File: src/rtl/hex_display_scanner.sv
// Double-buffered multi-digit hex scanner: drives one shared nibble bus plus one-hot digit enables,
// inserting a dark gap before every digit. Define HEX_SCAN_LEADING_ZERO_BLANK_EN to darken leading zeros.
module hex_display_scanner #(
    parameter int DIGITS       = 4,
    parameter int DWELL_CYCLES = 1000,
    parameter int BLANK_CYCLES = 8
) (
    input  logic                clk,
    input  logic                rst_n,
    input  logic [4*DIGITS-1:0] data_in,
    input  logic                data_valid,
    output logic                data_ready,
    output logic [3:0]          hex,
    output logic                blank,
    output logic [DIGITS-1:0]   digit_en,
    output logic                frame_done
);

    localparam int MAX_CYC = (DWELL_CYCLES > BLANK_CYCLES) ? DWELL_CYCLES : BLANK_CYCLES;
    localparam int CNT_W   = (MAX_CYC > 1) ? $clog2(MAX_CYC) : 1;
    localparam int IDX_W   = $clog2(DIGITS);
    localparam int DATA_W  = 4 * DIGITS;

    localparam logic [CNT_W-1:0] BLANK_LAST = CNT_W'(BLANK_CYCLES - 1);
    localparam logic [CNT_W-1:0] DWELL_LAST = CNT_W'(DWELL_CYCLES - 1);
    localparam logic [IDX_W-1:0] IDX_LAST   = IDX_W'(DIGITS - 1);

    typedef enum logic [1:0] {
        IDLE,
        BLANK,
        SHOW
    } state_t;

    state_t            state_q, state_d;
    logic [IDX_W-1:0]  index_q, index_d;
    logic [CNT_W-1:0]  counter_q, counter_d;
    logic [DATA_W-1:0] pending_q, pending_d;
    logic              pending_full_q, pending_full_d;
    logic [DATA_W-1:0] display_q, display_d;
    logic              frame_done_q, frame_done_d;

    logic              accept;
    logic              swap;
    logic [3:0]        nibble;
    logic              lz_dark;

    assign accept     = data_valid && !pending_full_q;
    assign data_ready = !pending_full_q;
    assign frame_done = frame_done_q;

    // NOTE: every signal written here gets a default first; a missed branch would otherwise infer a latch.
    always_comb begin
        state_d        = state_q;
        index_d        = index_q;
        counter_d      = counter_q;
        pending_d      = pending_q;
        pending_full_d = pending_full_q;
        display_d      = display_q;
        frame_done_d   = 1'b0;
        swap           = 1'b0;

        case (state_q)
            IDLE: begin
                if (pending_full_q) begin
                    state_d   = BLANK;
                    index_d   = '0;
                    counter_d = '0;
                    swap      = 1'b1;
                end
            end
            BLANK: begin
                if (counter_q == BLANK_LAST) begin
                    counter_d = '0;
                    state_d   = SHOW;
                end else begin
                    counter_d = counter_q + 1'b1;
                end
            end
            SHOW: begin
                if (counter_q == DWELL_LAST) begin
                    counter_d = '0;
                    state_d   = BLANK;
                    if (index_q == IDX_LAST) begin
                        index_d      = '0;
                        frame_done_d = 1'b1;
                        swap         = pending_full_q;
                    end else begin
                        index_d = index_q + 1'b1;
                    end
                end else begin
                    counter_d = counter_q + 1'b1;
                end
            end
            default: state_d = IDLE;
        endcase

        // Swap and accept are mutually exclusive: accept needs pending empty, swap needs it full.
        if (swap) begin
            display_d      = pending_q;
            pending_full_d = 1'b0;
        end
        if (accept) begin
            pending_d      = data_in;
            pending_full_d = 1'b1;
        end
    end

    // NOTE: data registers are reset as well so a mid-scan reset discards stale pending/display contents.
    always_ff @(posedge clk or negedge rst_n) begin
        if (!rst_n) begin
            state_q        <= IDLE;
            index_q        <= '0;
            counter_q      <= '0;
            pending_q      <= '0;
            pending_full_q <= 1'b0;
            display_q      <= '0;
            frame_done_q   <= 1'b0;
        end else begin
            // NOTE: non-blocking assignments so every flop samples pre-edge values.
            state_q        <= state_d;
            index_q        <= index_d;
            counter_q      <= counter_d;
            pending_q      <= pending_d;
            pending_full_q <= pending_full_d;
            display_q      <= display_d;
            frame_done_q   <= frame_done_d;
        end
    end

    assign nibble = 4'(display_q >> {index_q, 2'b00});

`ifdef HEX_SCAN_LEADING_ZERO_BLANK_EN
    logic upper_zero;
    assign upper_zero = (display_q >> {index_q, 2'b00}) == '0;
    assign lz_dark    = (index_q != '0) && upper_zero;
`else
    assign lz_dark = 1'b0;
`endif

    always_comb begin
        hex      = 4'h0;
        blank    = 1'b1;
        digit_en = '0;
        case (state_q)
            BLANK: hex = nibble;
            SHOW: begin
                hex = nibble;
                if (!lz_dark) begin
                    blank    = 1'b0;
                    digit_en = DIGITS'(1) << index_q;
                end
            end
            default: ;
        endcase
    end

endmodule

File: config.mk
export PLATFORM = sky130hd
export DESIGN_NAME = hex_display_scanner
export DESIGN_NICKNAME = d
export VERILOG_FILES = /design/src/rtl/hex_display_scanner.sv
export SDC_FILE = /design/constraint.sdc
export NUM_CORES = 1
export LEC_CHECK = 0
export ABC_AREA = 1
export CORE_UTILIZATION = 45
export DETAILED_ROUTE_END_ITERATION = 10
export DONT_BUFFER_PORTS = 1
export GPL_ROUTABILITY_DRIVEN = 0
export SLEW_MARGIN = 25
export SYNTH_ARGS = -nofsm -noshare
export SYNTH_HDL_FRONTEND = slang
export SYNTH_SLANG_ARGS = --single-unit
export TNS_END_PERCENT = 100
File: constraint.sdc
create_clock -name clk -period 1.5 [get_ports clk]
set_input_delay 0.3 -clock clk [delete_from_list [all_inputs] [get_ports clk]]
set_output_delay 0.3 -clock clk [all_outputs]
set_load 0.02 [all_outputs]
== Yosys cells after proc, flatten, opt, wreduce, memory -nomap -nowiden ==
Cells that the tools add are included.

* Register bits after elaboration: 48
* Bits of input ports: 19
* Output and inout port bits: 11
* Word-level logic and storage cells: 53

* $add $sub $neg: 2
* Equality and inequality tests: 8
* Shifts and indexed selects: 2
* Muxes and demuxes: 24
* Reduce and logical (&&, ||, !) cells: 10

{| class="wikitable"
|+ Operators by type and width
! cell !! count
|-
| $mux W10 || 3
|-
| $pmux W10 S3 || 1
|-
| $shr A16 B4 Y4 || 1
|-
| $mux W2 || 6
|-
| $add A10 B1 Y10 const B || 1
|-
| $eq A10 B10 Y1 const B || 1
|-
| $eq A10 B3 Y1 const B || 1
|-
| $mux W1 || 9
|-
| $mux W4 || 2
|-
| $ne A2 B2 Y1 const B || 3
|-
| $pmux W2 S3 || 1
|-
| $reduce_and A3 Y1 || 2
|-
| $eq A2 B2 Y1 const B || 2
|-
| $pmux W2 S2 || 1
|-
| $reduce_bool A2 Y1 || 2
|-
| $shl A1 B2 Y4 const A || 1
|-
| $reduce_bool A3 Y1 || 1
|-
| $add A2 B1 Y2 const B || 1
|-
| $eq A2 B1 Y1 const B || 1
|-
| $logic_not A2 Y1 || 1
|-
| $pmux W1 S2 || 1
|-
| $reduce_and A2 Y1 || 1
|-
| $reduce_or A2 Y1 || 1
|-
| $logic_and A1 B1 Y1 || 1
|-
| $logic_not A1 Y1 || 1
|}

== Depth between registers and ports, before layout ==
* Depth in word-level cells: 6
* Gate-level depth with buffers: 10
* Gate-level depth less buffers: 9

== Worst setup path before layout ==
OpenSTA, ideal clock, no wires.

* Path type: register -> register
* From: reg state_q[0]
* To: reg display_q[10]
* Arrival time: 1.461 ns
* Setup slack: -0.078 ns
* Cell stages (with the launch flop): 10
* Period minus slack after synthesis: 1.578 ns
* Cells stage by stage: dfrtp_1 inv_1 ha_1 buf_2 nand2_1 o21ai_4 nand2_4 buf_6 nand2_1 nand2_1

* Word-level cells in the longest chain between the ends: 2
* Elaborated cells between the ends (all ways): 3

{| class="wikitable"
|+ Ends and longest elaborated chain
! what !! line !! source
|-
| from (decl) || 34 || <nowiki>state_t state_q, state_d;</nowiki>
|-
| from (signal assigned) || 120 || <nowiki>state_q <= state_d;</nowiki>
|-
| $eq A2 B2 Y1 or $logic_not A2 Y1 (tied branches) || 62 || <nowiki>case (state_q)</nowiki>
|-
| $pmux W1 S2 * || 62 ||
|-
| to (signal assigned) || 125 || <nowiki>display_q <= display_d;</nowiki>
|-
| to (decl) || 39 || <nowiki>logic [DATA_W-1:0] display_q, display_d;</nowiki>
|}

Mark *: on every way between the ends. The rest lies on a longest branch, timed or not.
A chain may end at the register's enable or synchronous reset.

== Worst setup path after layout ==
* From: reg index_q[0]
* To: out hex[1]

* Word-level cells in the longest chain between the ends: 2

{| class="wikitable"
|+ Ends and longest elaborated chain
! what !! line !! source
|-
| from (decl) || 35 || <nowiki>logic [IDX_W-1:0] index_q, index_d;</nowiki>
|-
| from (signal assigned) || 121 || <nowiki>index_q <= index_d;</nowiki>
|-
| $shr A16 B4 Y4 || 130 || <nowiki>assign nibble = 4'(display_q >> {index_q, 2'b00});</nowiki>
|-
| $mux W4 || 144 || <nowiki>case (state_q)</nowiki>
|-
| to (decl) || 13 || <nowiki>output logic [3:0] hex,</nowiki>
|}

Every way passes these cells.

==> impl_results.md <==
- Status: finished with violations
- Failing checks: setup timing
- Sequential area share after synthesis: between 40% and 50%
- Remaining DRCs: 0
- Post-Syn Nets: 305
- Min-delay src: data_in[6]
- Critical R2R Launch: counter_q[1]$_DFFE_PN0P_
- Number of global-route vias before repair: between 1500 and 2000
- CTS tree: done
- Width of the die: 75.35 um
- Tcrit/Tclk final: 111.3%
- Largest net degree at the start of global routing: 49
- Slew Limit Fails: 0
- Routed wire per std cell: 14.59 um
- Port Buffers: 0
- Final core occ: 63.10%
- Crit end category: output port
- Site Rows: 26
- Number of buffers created by CTS: 5
- CP Class: register to output port
- CP Data Required Time: 1.20 ns
- Root Buffer: clkbuf_8
- Worst setup margin: -0.1694 ns
- Share of cells above drive strength 1: approximately 44%
- Placed cell count: 362
- FF-to-FF setup slack: -0.07 ns
- Slew margin rel.: 79.08%
- Initial antenna violation count: 0
- Max-cap violation count: 0
- Tot Pwr: approximately 2.9 mW
- Nets@finish: 340
- CP Launch Type: register
- I/O pin cnt: 30
- Die area: 0.005678 mm^2
- Cells along the critical path: buf_4 > nor2_1 > nor2_1 > o21ai_2 > a21oi_4
- Latest clock arrival within the worst-skew pair: approximately 0.30 ns
- Pre-antenna DRT Iters: 4
- P_leak: 1.515 nW
- Worst Path Arrival: roughly 1.4 ns
- RSZ-0062 raised after global routing: true
- Final number of setup-violating endpoints: 24
- CP Max Fanout: 6
- First DRT Iteration DRCs: 147
- Min-delay worst type: input port to register
- Peak VDD IR: 0.6651 mV
- Post-Route WL: between 5000 and 6000 um
- Hold Fails Final Rpt: 0
- Post-Place Setup Slack: -0.01097 ns
- GRT overflow: 0
- First-pass GRT wire length: 8473 um
- Crit-path slowest cell: dfrtp_1
- Clock Skew: 0.009997 ns
- Core Box Area: 0.005140 mm^2
- Worst r2r dst: display_q[9]$_DFFE_PN0P_
- Crit-path most repeated cell: nor2_1
- Vias per cell: 5.104
- GRT Util Overall: 20.22%
- Clock buffer depth: 2
- Initial Utilization: 47.10%
- CP delay by family, top: flip-flops
- Sink Count: 48
- Max Clk Rate: 599.0 MHz
- Post-Synthesis Cells: 277
- Mapped Area: between 0.002 and 0.0025 mm^2
- CP Buf/Inv Count: 1
- DR vias: ~2000
- Yosys reg bits: 48
- Syn. warnings: 0
- HPWL after detailed placement: 3559 um
- Post-DRT Antenna Nets: 0
- Area grow syn2layout: 33.95%
- Ant diodes: 0
- Worst hold endpoint: pending_q[6]$_DFFE_PN0P_
- Cell depth of the worst flop-to-flop path: 8
- Tightest Pin Transition: approximately 0.31 ns
- Average cell area after synthesis: 8.740 um^2
- Max incr delay on CP: 0.42 ns
- PwrDens: 897.0 mW/mm^2
- WHS Path Cells: 1
- CTS clock-pin slew for the worst setup and hold paths: 0.09 ns
- Final Non-Filler Cells: 383
- H-tree depth: 2
- Crit path time final: roughly 1.7 ns
- Vert. Die Dim: between 70 and 80 um
- Unique masters post-synth: 23
## power breakdown
group / internal, mW / switching (mW) / total (mW)
clock: 0.671 / 0.441 / 1.11
combinational: 0.139 / 0.0991 / 0.238
sequential: 1.45 / 0.106 / 1.56
## worst max path at each step
stage | start | depth (start not counted) | slack, ns | to
after global routing | index_q[0]$_DFFE_PN0P_ | 5 | -0.25 | hex[1]
after detailed placement | counter_q[1]$_DFFE_PN0P_ | 8 | -0.01 | display_q[10]$_DFFE_PN0P_
after CTS | index_q[0]$_DFFE_PN0P_ | 5 | -0.16 | hex[2]
after floorplan | counter_q[1]$_DFFE_PN0P_ | 9 | -0.02 | display_q[10]$_DFFE_PN0P_
final | index_q[0]$_DFFE_PN0P_ | 5 | -0.17 | hex[1]
after global placement | state_q[1]$_DFFE_PN0P_ | 8 | 0.02 | counter_q[7]$_DFFE_PN0P_
## flip-flops by register name, summed over array words and instances, names as in the netlist
register        cells
index_q             2
frame_done          1
state_q             2
display_q          16
pending_full_q      1
pending_q          16
counter_q          10
## stage by stage
| stage | hold WS [ns] | area (um^2) | setup TNS (ns) |
|---|---|---|---|
| after floorplan | 0.004409 | 2449 | -0.2169 |
| after global placement | 0.005456 | 2669 | 0 |
| after detailed placement | 0.005132 | 2669 | -0.01991 |
| after CTS | 0.1342 | 2958 | -1.597 |
| after global routing | 0.1256 | 3243 | -3.836 |
| final | 0.1446 | 3243 | -1.453 |
## layout by cell type, fill, tap and decap left out, drive strengths merged
master,instances
nand3,26
dfrtp,48
dlygate4sd3,1
xor2,3
inv,25
buf,34
bufinv,2
nand4,1
clkinv,2
nand2,82
a21oi,13
nor2,28
mux2,16
ha,9
nor3,1
clkbuf,5
o21ai,17
## routing by layer
metal,up-vias,GRT usage (%),part of all wire [%]
met3,2,4.101,4.1
met5,-,0,0
met1,946,31.69,50
li1,965,-,-
met4,0,4.321,0.48
met2,42,28.97,46
## final cells by class
cell class,count,area [um^2]
Timing Repair Buffer,35,339.1
Timing Repair inverter,1,5.005
Tap cell,70,87.58
Clock buffer,5,68.82
Sequential cell,48,1201
Inverter,25,111.4
Multi-Input combinational cell,196,1361
Clock inverter,3,68.82
Fill cell,449,1897
## cell families (layout without fill, tap and decap cells)
kind of cell	count (synthesis)	in the layout	synth area share [%]
buf+inv	34	69	6.356
xor+xnor	3	3	1.085
compound gates	30	30	6.667
mux	16	16	7.442
simple gates	137	138	24.19
flops	48	48	49.61
fa+ha+maj	9	9	4.651
## cell usage after synthesis, drive strengths merged
library cell	instances	area, um^2
clkbuf	2	7.510
nand3	26	142.6
nand4	1	6.260
a21oi	13	65.06
inv	25	93.84
ha	9	112.6
mux2	16	180.2
dfrtp	48	1201
nor3	1	5.000
nand2	81	316.5
buf	7	52.54
o21ai	17	96.35
xor2	3	26.28
nor2	28	115.1
## repair_timing
| item | CTS | global route |
|---|---|---|
| gates resized for setup | 28 | 77 |
| pin swaps | 10 | 23 |
| endpoints found under the setup margin | 27 | 40 |
| cloned | 2 | 1 |
| endpoints found under the hold margin | 48 | 0 |
| buffers inserted | 4 | 4 |
| hold buffers | 2 | 0 |
Power figures use the tool's default switching activity.
